==> config.mk <==
export PLATFORM = sky130hd
export DESIGN_NAME = gshare_predictor
export DESIGN_NICKNAME = d
export VERILOG_FILES = /design/src/rtl/gshare_predictor.sv
export SDC_FILE = /design/constraint.sdc
export NUM_CORES = 2
export LEC_CHECK = 0
export BUFFER_PORTS_ARGS = -buffer_cell sky130_fd_sc_hd__buf_2
export CAP_MARGIN = 20
export CORE_AREA = 8 8 546 548
export CTS_CLUSTER_SIZE = 24
export DETAILED_ROUTE_END_ITERATION = 7
export DIE_AREA = 0 0 554 556
export PLACE_DENSITY_LB_ADDON = 0.15
export SYNTH_ARGS = -nofsm -noshare
export SYNTH_HDL_FRONTEND = slang
export SYNTH_SLANG_ARGS = --single-unit
==> constraint.sdc <==
create_clock -name i_clk -period 6.6 [get_ports i_clk]
set_clock_uncertainty 0.1 [all_clocks]
set_input_delay 0.99 -clock i_clk [delete_from_list [all_inputs] [get_ports i_clk]]
set_output_delay 0.99 -clock i_clk [all_outputs]
set_load 0.005 [all_outputs]
==> src/rtl/gshare_predictor.sv <==
// Direction predictor: table of saturating counters indexed by PC (bimodal) or PC^GHR (gshare).
// Prediction is registered with 1-cycle latency. Updates pass through two stages: U1 latches
// index/direction and shifts the GHR, U2 read-modify-writes the counter. A prediction that hits
// the index being written in U2 sees the post-update value.
module gshare_predictor #(
    parameter int unsigned TABLE_W = 10,
    parameter int unsigned CNT_W   = 2,
    parameter int unsigned GHR_W   = 10,
    parameter int unsigned PC_LSB  = 2
) (
    input  logic             i_clk,
    input  logic             i_reset_n,
    input  logic             i_mode,
    input  logic             i_pred_valid,
    input  logic [63:0]      i_pred_pc,
    output logic             o_pred_valid,
    output logic             o_pred_taken,
    output logic [GHR_W-1:0] o_pred_ghr,
    input  logic             i_update_valid,
    input  logic [63:0]      i_update_pc,
    input  logic [GHR_W-1:0] i_update_ghr,
    input  logic             i_result_taken,
    output logic [GHR_W-1:0] o_ghr
);

    localparam int unsigned      TABLE_SIZE = 1 << TABLE_W;
    localparam logic [CNT_W-1:0] L_CNT_INIT = {1'b1, {(CNT_W - 1){1'b0}}};
    localparam logic [CNT_W-1:0] L_CNT_MAX  = '1;

    logic [CNT_W-1:0]   r_table [TABLE_SIZE];
    logic [GHR_W-1:0]   r_ghr;
    logic               r_u1_valid;
    logic [TABLE_W-1:0] r_u1_idx;
    logic               r_u1_taken;
    logic               r_pred_valid;
    logic               r_pred_taken;
    logic [GHR_W-1:0]   r_pred_ghr;

    logic [TABLE_W-1:0] w_pred_idx;
    logic [TABLE_W-1:0] w_upd_idx;
    logic [GHR_W-1:0]   w_ghr_next;
    logic [CNT_W-1:0]   w_u2_old;
    logic [CNT_W-1:0]   w_u2_new;
    logic [CNT_W-1:0]   w_pred_cnt;
    logic               w_unused;

    // PC bits outside the index window are intentionally ignored.
    assign w_unused = ^{i_pred_pc, i_update_pc};

    // Index formation: predict path hashes with the live GHR, update path with the returned one.
    always_comb begin
        w_pred_idx = i_pred_pc[PC_LSB +: TABLE_W];
        w_upd_idx  = i_update_pc[PC_LSB +: TABLE_W];
        if (i_mode) begin
            w_pred_idx = w_pred_idx ^ TABLE_W'(r_ghr);
            w_upd_idx  = w_upd_idx ^ TABLE_W'(i_update_ghr);
        end
        // Low GHR_W bits of {ghr, taken} are the shifted history.
        w_ghr_next = GHR_W'({r_ghr, i_result_taken});
    end

    // U2 saturating counter step and prediction bypass from the pending write.
    always_comb begin
        w_u2_old = r_table[r_u1_idx];
        w_u2_new = w_u2_old;
        if (r_u1_taken) begin
            if (w_u2_old != L_CNT_MAX) w_u2_new = w_u2_old + 1'b1;
        end else begin
            if (w_u2_old != '0) w_u2_new = w_u2_old - 1'b1;
        end
        w_pred_cnt = r_table[w_pred_idx];
        if (r_u1_valid && (r_u1_idx == w_pred_idx)) w_pred_cnt = w_u2_new;
    end

    // Counter table: reset to weakly taken, written once per U2.
    always_ff @(posedge i_clk or negedge i_reset_n) begin
        if (!i_reset_n) begin
            for (int unsigned i = 0; i < TABLE_SIZE; i++) r_table[i] <= L_CNT_INIT;
        end else if (r_u1_valid) begin
            r_table[r_u1_idx] <= w_u2_new;
        end
    end

    // U1 stage register and architectural GHR shift.
    always_ff @(posedge i_clk or negedge i_reset_n) begin
        if (!i_reset_n) begin
            r_u1_valid <= 1'b0;
            r_u1_idx   <= '0;
            r_u1_taken <= 1'b0;
            r_ghr      <= '0;
        end else begin
            r_u1_valid <= i_update_valid;
            if (i_update_valid) begin
                r_u1_idx   <= w_upd_idx;
                r_u1_taken <= i_result_taken;
                r_ghr      <= w_ghr_next;
            end
        end
    end

    // Registered prediction outputs; the GHR snapshot holds when idle.
    always_ff @(posedge i_clk or negedge i_reset_n) begin
        if (!i_reset_n) begin
            r_pred_valid <= 1'b0;
            r_pred_taken <= 1'b0;
            r_pred_ghr   <= '0;
        end else begin
            r_pred_valid <= i_pred_valid;
            r_pred_taken <= i_pred_valid & w_pred_cnt[CNT_W-1];
            if (i_pred_valid) r_pred_ghr <= r_ghr;
        end
    end

    assign o_pred_valid = r_pred_valid;
    assign o_pred_taken = r_pred_taken;
    assign o_pred_ghr   = r_pred_ghr;
    assign o_ghr        = r_ghr;

endmodule

==> results.md <==
* XOR/XNOR Fraction of Synth Area at 0.2804%
* Mapped cell area at 109300 um^2
* Mean Syn Cell Area at 12.04 um^2
* Setup crit end kind: register
* I/O Buffers at 57
* Mux cell area share after synthesis at 34.03%
* Synth Area in Simple Gates at 8.034%
* Antenna Nets Post-Route at 0
* Synthesized Nets at 9224
* Fmax achieved at 166.8 MHz
* Initial Utilization at 37.78%
* Crit Path Max Fanout at 88
* Number of global-route vias before repair at 81750
* CTS tree: yes
* CP Cell Sequence: nand4bb_4, o22ai_1, or4_1, a211oi_1, o211ai_1, a311oi_1, buf_4, o2111ai_1, maj3_4, buf_4, mux2_2
* Grt total ovfl at 0
* Top-Level Pins at 166
* Hold depth at 2
* Slowest stage cell, crit path: dfrtp_4
* Startpoint types: register
* GPL Wtd Cong at 0.8716
* Main combinational cell family by area after synthesis: multiplexers
* Fin. max-slew vios at 0
* H-tree levels at 4
* CP Class: register to register
* Yosys warns at 0
* Worst setup startpoint: r_u1_idx[1]$_DFFE_PN0P_
* FFs w/ async S/R, synth at 100.0%
* Max clock buf depth at 4
* Worst hold path type: input port to register
* Minimum clock period at 5.995 ns
* Slew headroom at 14.79%
* Req. time, crit path at 7.36 ns
* DP HPWL at 288.0 mm
* Vias per inst at 6.180
* First-pass GRT wire length at 638.4 mm
* Clock Pin Slew Worst Setup and Hold Paths at 0.06 ns
* Outcome: finished, final reports clean
* Compound-gate portion of the synthesized area at 5.412%
* VDD IR-drop max at 0.2556 mV
* HP Start: i_result_taken
* Cell count after synthesis at 9080
* Row Count at 198
* Fin nets at 9151
* Library cells used by synthesis at 81
* DR DRC count at 0
* DR vias at 80500
* Total CTS buffers at 239
* Reg2reg path depth at 11
* Leakage at 53.01 nW
* Pwr Density at 273.4 nW/um^2
* Total Die Area at 308000 um^2
* DR WL/cell at 34.82 um
* Clk sinks at 2081
* Initial antenna violation count at 36
* Total power at 33.82 mW
* Register bit total from synthesis at 2081
* Pin count of the biggest net entering global routing at 180
* Wire length on met2 at 200.3 mm
* Most common cell type on the critical path: buf_4
* Synth-to-Final Area Change at 13.17%
* Final setup viols at 0
* DRT met1 WL at 194.2 mm
* Reg2reg end: r_table[1015]$_DFFE_PN1P_
* Worst path arrival time at 6.75 ns
* Detailed Routing Iterations Pass 1 at 6
* Post-synth EDFFs at 0
* Max Cap Violations at 0
* Post-route setup TNS at 0 ns
* CP peak stage delay at 0.98 ns
* FF-to-FF Start: r_u1_idx[1]$_DFFE_PN0P_
* Met3 WL at 35.21 mm
* Share of cells above drive strength 1 at 45.93%
* Clock root buffer: clkbuf_16
* Max Used Layer: met5
* Register area share after synthesis at 48.81%
* Area share of fa/ha/maj cells after synthesis at 0.02060%
* Final Hold Vio Count at 0
* Core area at 289400 um^2
* Crit share post-route at 90.84%
* Post-CTS Setup Bufs at 0
* Die width at 554 um
* R2r setup slk at 0.60 ns
* Worst Hold End: o_ghr[0]$_DFFE_PN0P_
* Most common flop cell mapped by yosys: dfrtp_1
* RSZ-0062 raised after global routing: false
* Routed WL at 453.6 mm
* Global Route Usage Sum at 28.49%
* Drt first-iter violations at 8728
* Least-Margin Pin Slew at 1.276 ns
* Die height at 556 um
* Resize count post-CTS at 0
* Clock latency on the worst-skew pair at 0.94 ns
==> synthesized netlist by cell type, types with 10 or more instances <==
library cell / count / area share [%]
nand3_1: 145 / 0.66
xnor2_1: 14 / 0.11
o21ai_0: 70 / 0.32
o22a_1: 14 / 0.11
nor3_1: 48 / 0.22
a311oi_1: 16 / 0.13
mux2_2: 2077 / 21
clkbuf_1: 418 / 1.4
nor4_1: 67 / 0.38
nand2_1: 918 / 3.2
a31oi_1: 66 / 0.38
a221o_1: 10 / 0.092
nand4_1: 35 / 0.20
a21oi_1: 44 / 0.20
buf_4: 37 / 0.25
a221oi_1: 29 / 0.23
buf_1: 27 / 0.093
dfrtp_1: 1057 / 24
buf_2: 244 / 1.1
inv_1: 10 / 0.034
a32o_1: 10 / 0.092
mux2i_1: 970 / 8.9
o22ai_1: 384 / 2.2
a211oi_1: 19 / 0.13
mux4_2: 182 / 3.7
or4_1: 12 / 0.082
o2111ai_1: 20 / 0.16
xor2_1: 21 / 0.17
o211ai_1: 19 / 0.13
dfstp_2: 1024 / 25
a22oi_1: 25 / 0.17
a32oi_1: 59 / 0.47
buf_6: 46 / 0.47
and3_1: 14 / 0.080
nor2_1: 762 / 2.6
nor2b_1: 16 / 0.092
==> flip-flops by register name (all words and copies together) (netlist names) <==
signal        cells
o_pred_ghr       10
o_ghr            10
o_pred_taken      1
r_table        2048
r_u1_idx         10
r_u1_valid        1
o_pred_valid      1
==> layer usage <==
layer	vias to the layer above	track usage, %
met3	944	5.346
met1	43000	39.31
met5	-	0
met4	2	12.99
met2	3512	43.56
li1	33040	-
==> power by group <==
| part | switching, mW | internal (mW) |
|---|---|---|
| registers | 0.367 | 13.2 |
| logic | 4.50 | 1.71 |
| clock network | 5.79 | 8.23 |
| total | 10.7 | 23.2 |
==> worst max-delay path: cells and delay by family (launching register included) <==
family	cells	cell delay (ns)
fa+ha+maj	1	0.53
compound gates	5	1.72
buf+inv	2	0.69
flops	1	0.98
mux	1	0.44
simple gates	2	1.28
==> how the worst max path moves through the flow <==
stage | slack, ns | endpoint
final | 0.60 | r_table[1015]$_DFFE_PN1P_
after global routing | 0.57 | r_table[1015]$_DFFE_PN1P_
after global placement | 0.83 | r_table[944]$_DFFE_PN0P_
after detailed placement | 0.80 | r_table[1015]$_DFFE_PN1P_
after floorplan | 2.45 | o_pred_taken$_DFF_PN0_
after CTS | 0.77 | r_table[1790]$_DFFE_PN0P_
==> cell families (layout without fill, tap and decap cells) <==
family          count (synthesis)  count (layout)
other cells                     0               9
fa+ha+maj                       2               2
buf+inv                       783             919
simple gates                 2091            2091
compound gates                859             859
mux                          3229            3229
xor+xnor                       35              35
flops                        2081            2081
==> stage by stage <==
stage          utilization, %  instance area [um^2]  cells  hold slack, ns  setup WS (ns)
6_report                42.75                123700  13030          0.1952         0.6045
5_1_grt                 42.75                123700  13020          0.1799         0.5679
4_1_cts                 42.73                123600  13010          0.1266         0.7729
3_5_place_dp            39.89                115400  12560          0.3836         0.7962
3_3_place_gp            39.85                115300  12560          0.3811         0.8331
2_1_floorplan               -                109300   9080          0.3607          2.447
==> area by class of cell <==
cell class,instances,area [um^2]
fill,26880,165600
antenna,9,22.52
multi-input combinational,6216,52710
timing repair buffer,458,4617
sequential,2081,53370
tap,3800,4755
clock inverter,80,1104
clock buffer,370,7086
inverter,11,41.29
==> cells in the final DEF, fill, tap and decap left out, types with 72 or more instances in the layout <==
master     instances
buf_12            96
nand2_1          891
nand3_1          145
dfstp_2         1024
o22ai_1          384
buf_4            298
nor2_1           726
clkbuf_1          72
dfrtp_1         1051
mux4_2           182
clkbuf_16        241
mux2_2          2077
mux2i_1          970
==> timing repair <==
| item | in CTS | in global routing |
|---|---|---|
| hold buffers | 1 | 0 |
| hold endpoints to repair | 25 | 0 |
| setup endpoints to repair | 0 | 0 |
(Power assumes the default switching activity.)
